$ cat config.mk
export PLATFORM = sky130hd
export DESIGN_NAME = uart_tx_fifo
export DESIGN_NICKNAME = d
export VERILOG_FILES = /design/src/rtl/uart_tx_fifo.sv
export SDC_FILE = /design/constraint.sdc
export NUM_CORES = 1
export LEC_CHECK = 0
export CAP_MARGIN = 25
export CORE_MARGIN = 2
export CORE_UTILIZATION = 55
export DETAILED_ROUTE_END_ITERATION = 6
export DONT_BUFFER_PORTS = 1
export GPL_TIMING_DRIVEN = 0
export PLACE_DENSITY_LB_ADDON = 0.15
export SLEW_MARGIN = 20
export SYNTH_ARGS = -nofsm -noshare
export SYNTH_HDL_FRONTEND = slang
export SYNTH_SLANG_ARGS = --single-unit
$ cat constraint.sdc
create_clock -name CLK -period 4.07 [get_ports CLK]
set_clock_uncertainty 0.05 [all_clocks]
set_input_delay 1.221 -clock CLK [delete_from_list [all_inputs] [get_ports CLK]]
set_output_delay 1.221 -clock CLK [all_outputs]
set_load 0.01 [all_outputs]
$ cat src/rtl/uart_tx_fifo.sv
// uart_tx_fifo: buffered 8N1 UART transmitter.
// The CPU pushes bytes into a circular FIFO. A baud-timed shifter drains it and
// serialises each byte LSB first, with one start bit and one stop bit.
// Ports:
//   CLK        system clock, all logic on posedge
//   RST        asynchronous reset, active-high (flushes FIFO, truncates frame)
//   WR_DATA    byte to enqueue
//   WR_STROBE  enqueue WR_DATA this cycle (dropped while FULL)
//   FULL       FIFO holds 2**DEPTH_LOG2 bytes (registered)
//   EMPTY      FIFO holds 0 bytes (registered)
//   COUNT      FIFO occupancy 0..2**DEPTH_LOG2 (registered)
//   BUSY       frame in progress (registered with the state)
//   TXD        serial line, idle high (registered)
module uart_tx_fifo #(
  parameter int unsigned CLOCK_FREQ = 12000000,
  parameter int unsigned BAUD       = 115200,
  parameter int unsigned DEPTH_LOG2 = 4
) (
  input  logic                  CLK,
  input  logic                  RST,
  input  logic [7:0]            WR_DATA,
  input  logic                  WR_STROBE,
  output logic                  FULL,
  output logic                  EMPTY,
  output logic [DEPTH_LOG2:0]   COUNT,
  output logic                  BUSY,
  output logic                  TXD
);

  localparam int unsigned DEPTH      = 1 << DEPTH_LOG2;
  localparam int unsigned BIT_CYCLES = (CLOCK_FREQ + BAUD / 2) / BAUD;
  localparam int unsigned CNT_W      = (BIT_CYCLES > 1) ? $clog2(BIT_CYCLES) : 1;
  localparam int unsigned CW         = DEPTH_LOG2 + 1;
  localparam int unsigned PW         = DEPTH_LOG2;

  typedef enum logic [1:0] {
    IDLE  = 2'd0,
    START = 2'd1,
    DATA  = 2'd2,
    STOP  = 2'd3
  } state_e;

  state_e           state_q, state_d;
  logic [CNT_W-1:0] baud_cnt_q, baud_cnt_d;
  logic [2:0]       bit_idx_q, bit_idx_d;
  logic [7:0]       shift_q, shift_d;
  logic             txd_q, txd_d;
  logic             busy_q, busy_d;
  logic [PW-1:0]    wr_ptr_q, wr_ptr_d;
  logic [PW-1:0]    rd_ptr_q, rd_ptr_d;
  logic [CW-1:0]    count_q, count_d;
  logic             full_q, full_d;
  logic             empty_q, empty_d;
  logic [7:0]       mem_q [DEPTH];

  logic bit_done;
  logic pop;
  logic wr_en;

  // Last clock of the current line bit.
  assign bit_done = (baud_cnt_q == CNT_W'(BIT_CYCLES - 1));
  // Head is consumed when idle, or at the end of a stop bit for back-to-back frames.
  assign pop      = !empty_q && ((state_q == IDLE) || ((state_q == STOP) && bit_done));
  // FULL is the registered value, so a pop in the same cycle does not rescue the write.
  assign wr_en    = WR_STROBE && !full_q;

  assign FULL  = full_q;
  assign EMPTY = empty_q;
  assign COUNT = count_q;
  assign BUSY  = busy_q;
  assign TXD   = txd_q;

  // FIFO storage; contents need no reset since pointers and count are cleared.
  always_ff @(posedge CLK) begin
    if (wr_en) begin
      mem_q[wr_ptr_q] <= WR_DATA;
    end
  end

  // Pointer and occupancy bookkeeping.
  always_comb begin
    wr_ptr_d = wr_ptr_q;
    rd_ptr_d = rd_ptr_q;
    count_d  = count_q;
    if (wr_en) begin
      wr_ptr_d = wr_ptr_q + PW'(1);
    end
    if (pop) begin
      rd_ptr_d = rd_ptr_q + PW'(1);
    end
    case ({wr_en, pop})
      2'b10:   count_d = count_q + CW'(1);
      2'b01:   count_d = count_q - CW'(1);
      default: count_d = count_q;
    endcase
    full_d  = (count_d == CW'(DEPTH));
    empty_d = (count_d == '0);
  end

  // Next-state logic.
  always_comb begin
    state_d = state_q;
    case (state_q)
      IDLE:  if (pop) state_d = START;
      START: if (bit_done) state_d = DATA;
      DATA:  if (bit_done && (bit_idx_q == 3'd7)) state_d = STOP;
      STOP:  if (bit_done) state_d = pop ? START : IDLE;
      default: state_d = IDLE;
    endcase
  end

  // Shifter, baud counter and line output.
  always_comb begin
    baud_cnt_d = baud_cnt_q + CNT_W'(1);
    bit_idx_d  = bit_idx_q;
    shift_d    = shift_q;
    txd_d      = txd_q;
    busy_d     = (state_d != IDLE);
    case (state_q)
      IDLE: begin
        baud_cnt_d = '0;
        txd_d      = 1'b1;
        if (pop) begin
          shift_d = mem_q[rd_ptr_q];
          txd_d   = 1'b0;
        end
      end
      START: begin
        if (bit_done) begin
          baud_cnt_d = '0;
          bit_idx_d  = 3'd0;
          txd_d      = shift_q[0];
        end
      end
      DATA: begin
        if (bit_done) begin
          baud_cnt_d = '0;
          if (bit_idx_q == 3'd7) begin
            txd_d = 1'b1;
          end else begin
            // shift_q[0] is on the line now; the next bit is shift_q[1].
            shift_d   = shift_q >> 1;
            txd_d     = shift_q[1];
            bit_idx_d = bit_idx_q + 3'd1;
          end
        end
      end
      STOP: begin
        if (bit_done) begin
          baud_cnt_d = '0;
          if (pop) begin
            shift_d = mem_q[rd_ptr_q];
            txd_d   = 1'b0;
          end
        end
      end
      default: begin
        baud_cnt_d = '0;
        txd_d      = 1'b1;
      end
    endcase
  end

  // State and datapath registers.
  always_ff @(posedge CLK or posedge RST) begin
    if (RST) begin
      state_q    <= IDLE;
      baud_cnt_q <= '0;
      bit_idx_q  <= '0;
      shift_q    <= '0;
      txd_q      <= 1'b1;
      busy_q     <= 1'b0;
      wr_ptr_q   <= '0;
      rd_ptr_q   <= '0;
      count_q    <= '0;
      full_q     <= 1'b0;
      empty_q    <= 1'b1;
    end else begin
      state_q    <= state_d;
      baud_cnt_q <= baud_cnt_d;
      bit_idx_q  <= bit_idx_d;
      shift_q    <= shift_d;
      txd_q      <= txd_d;
      busy_q     <= busy_d;
      wr_ptr_q   <= wr_ptr_d;
      rd_ptr_q   <= rd_ptr_d;
      count_q    <= count_d;
      full_q     <= full_d;
      empty_q    <= empty_d;
    end
  end

endmodule

==> results.tsv <==
metric	value	unit
GRT overflow	0	
initial antenna violation count	0	
crit path kind	flop to flop	
Top Ports	20	
top cell type's share of synthesized area	55.83	%
Critical Path Fanout Max	8	
non-filler cells, final	605	
Final min period	3.606	ns
yosys warns	0	
ys async rst share	22.42	%
startpoint types	flop	
Arrival @ worst endpoint	3.86	ns
synth top area cells	edfxtp_1 (56%), dfrtp_1 (13%), mux4_2 (10%)	
# port buffers	0	
gpl congestion	0.8339	
DP HPWL	8216	um
LEAKAGE	0.002689	uW
Syn Inst Count	405	
fin crit share	88.59	%
H-Tree Level Count	4	
routed vias	3539	
first-pass GRT wire length	20180	um
Routed Antenna Nets	0	
total power draw	5225	uW
clock sinks	165	
VDD IR max	0.0004085	V
Root Buffer	clkbuf_16	
Hold WS	0.4459	ns
register bit total from synthesis	165	
CTS resizes	0	
number of diodes	0	
routed wire length per instance	21.36	um
share of layout cells above drive strength 1	17.85	%
number of global-route vias before repair	3571	
Max Clk Rate	277.3	MHz
worst-margin pin slew	0.6770	ns
vias per cell	5.850	
routed wire length	12920	um
clock latency at the later pin of the worst-skew pair	0.43	ns
syn nets	427	
Total GRT Usage	21.48	%
Rel. slew slack	54.87	%
CTS Hold Bufs	0	
dpl cells	574	
Synth area leader	edfxtp_1	
first drt pass iteration count	5	
overall die area	13430	sq um
initial drt markers	198	
count leader, synth	edfxtp_1	
Slew Limit Fails	0	
worst min path class	flop to flop	
Die H	115.9	um
Core Rows	40	
CTS Buf Count	17	
CP Capture Type	flop	
# Max-Cap Violations	0	
largest net degree at the start of global routing	29	
Avg Inst Size Synth	17.00	sq um
Reg clk slew, reported paths	0.06	ns
Setup Buffers After CTS	0	
Initial Util	56.84	%
Critical Path RT	4.33	ns
Post-synth EDFFs	128	
Area Growth Syn to Fin	11.31	%
clk buf depth	2	
Die X	115.9	um
final setup fails	0	
count of final hold-check violations	0	
Seq/Total Area, Yosys	69.32	%
Core Footprint	12110	sq um
pwr/cell area	681.9	nW/um^2
setup tns final	0	ns
RSZ-0062 raised after global routing	false	
cell area after synthesis	6884	sq um
# DRC	0	
fin nets	447	
Synth cell types	47	
outcome	completed	
Post-synth top flop	edfxtp_1	
final core area utilization	63.26	%
CTS tree	yes	
most frequent cells after synthesis	edfxtp_1 (128), dfrtp_1 (35), mux4_2 (32)	
-- critical path, cell delays in order, from the launching register on --
cell and delay (ns):
dfrtp_1 0.39, ha_1 0.21, nand2_1 0.12, or4_4 0.56, o22ai_4 0.35, ha_1 0.21, buf_2 0.18, xor2_1 0.16
ha_1 0.21, o21ai_0 0.09, a221oi_1 0.26, o221ai_1 0.20, xnor2_1 0.18, nor4_1 0.32
-- where the power goes --
part           internal [uW]  switching [uW]
sequential              2110             176
combinational            645             783
clock                    896             620
total                   3650            1580
-- placed cells by master (no fill, tap or decap), drive strengths merged, types with 2 or more instances in the layout --
master and count:
a21oi 19, nor2b 6, a22o 6, nand4 2
nor3 3, mux2i 7, clkinvlp 2, dfstp 2
a22oi 18, nor3b 2, or4 2, nand3 4
or2 2, ha 11, edfxtp 128, dfrtp 35
bufinv 2, nand2b 4, nand2 14, and2 19
buf 13, nor4b 3, inv 14, xnor2 12
mux2 3, nor2 11, and3 3, o21ai 6
mux4 32, clkbuf 32, clkinv 3, xor2 6
-- flip-flops by register name (all words and copies together) (netlist names), 2 cells and up --
signal	count
COUNT	5
baud_cnt_q	7
bit_idx_q	3
mem_q	128
rd_ptr_q	4
shift_q	8
state_q	2
wr_ptr_q	4
-- cells by family (layout without fill, tap and decap cells) --
group	after synthesis	count (layout)	share of synthesized area [%]
xor+xnor	18	18	2.290
mux	42	42	11.98
fa+ha+maj	12	12	2.163
buf+inv	34	66	2.017
simple gates	77	77	6.416
compound gates	57	57	5.816
flops	165	165	69.32
-- per-layer routing --
metal	track usage, %	vias up	wire (um)
met4	8.016	0	204
met3	5.858	16	735
met5	0	-	0
li1	-	1617	-
met1	29.11	1834	5621
met2	33.92	72	6360
-- path summary, 6_finish.rpt --
kind                          startpoint             to  slack (ns)  cells past startpoint
max                        baud_cnt_q[0]          EMPTY        0.46                     13
min                        baud_cnt_q[0]  baud_cnt_q[0]        0.45                      1
max reg2reg                baud_cnt_q[0]          EMPTY        0.46                     13
min reg2reg                baud_cnt_q[0]  baud_cnt_q[0]        0.45                      1
max in group asynchronous            RST            TXD        2.93                      2
min in group asynchronous            RST       COUNT[1]        0.55                      1
-- final cells by class --
type / count / area, sq um
flip-flops and latches: 165 / 4772
fillers: 890 / 4449
multi-input cells: 206 / 1973
clock buffers: 22 / 444.2
well taps: 168 / 210.2
clock inverters: 9 / 103.9
plain buffers: 22 / 93.84
inverters: 12 / 45.04
repair buffers: 1 / 20.02
-- per-stage QoR --
stage                     worst slack (ns)  area, sq um
after global routing                0.1771         7662
after CTS                           0.5267         7662
final                               0.4644         7662
after global placement              0.4548         7094
after detailed placement            0.3835         7114
after floorplan                     0.7120         6884
(Power assumes the default switching activity.)
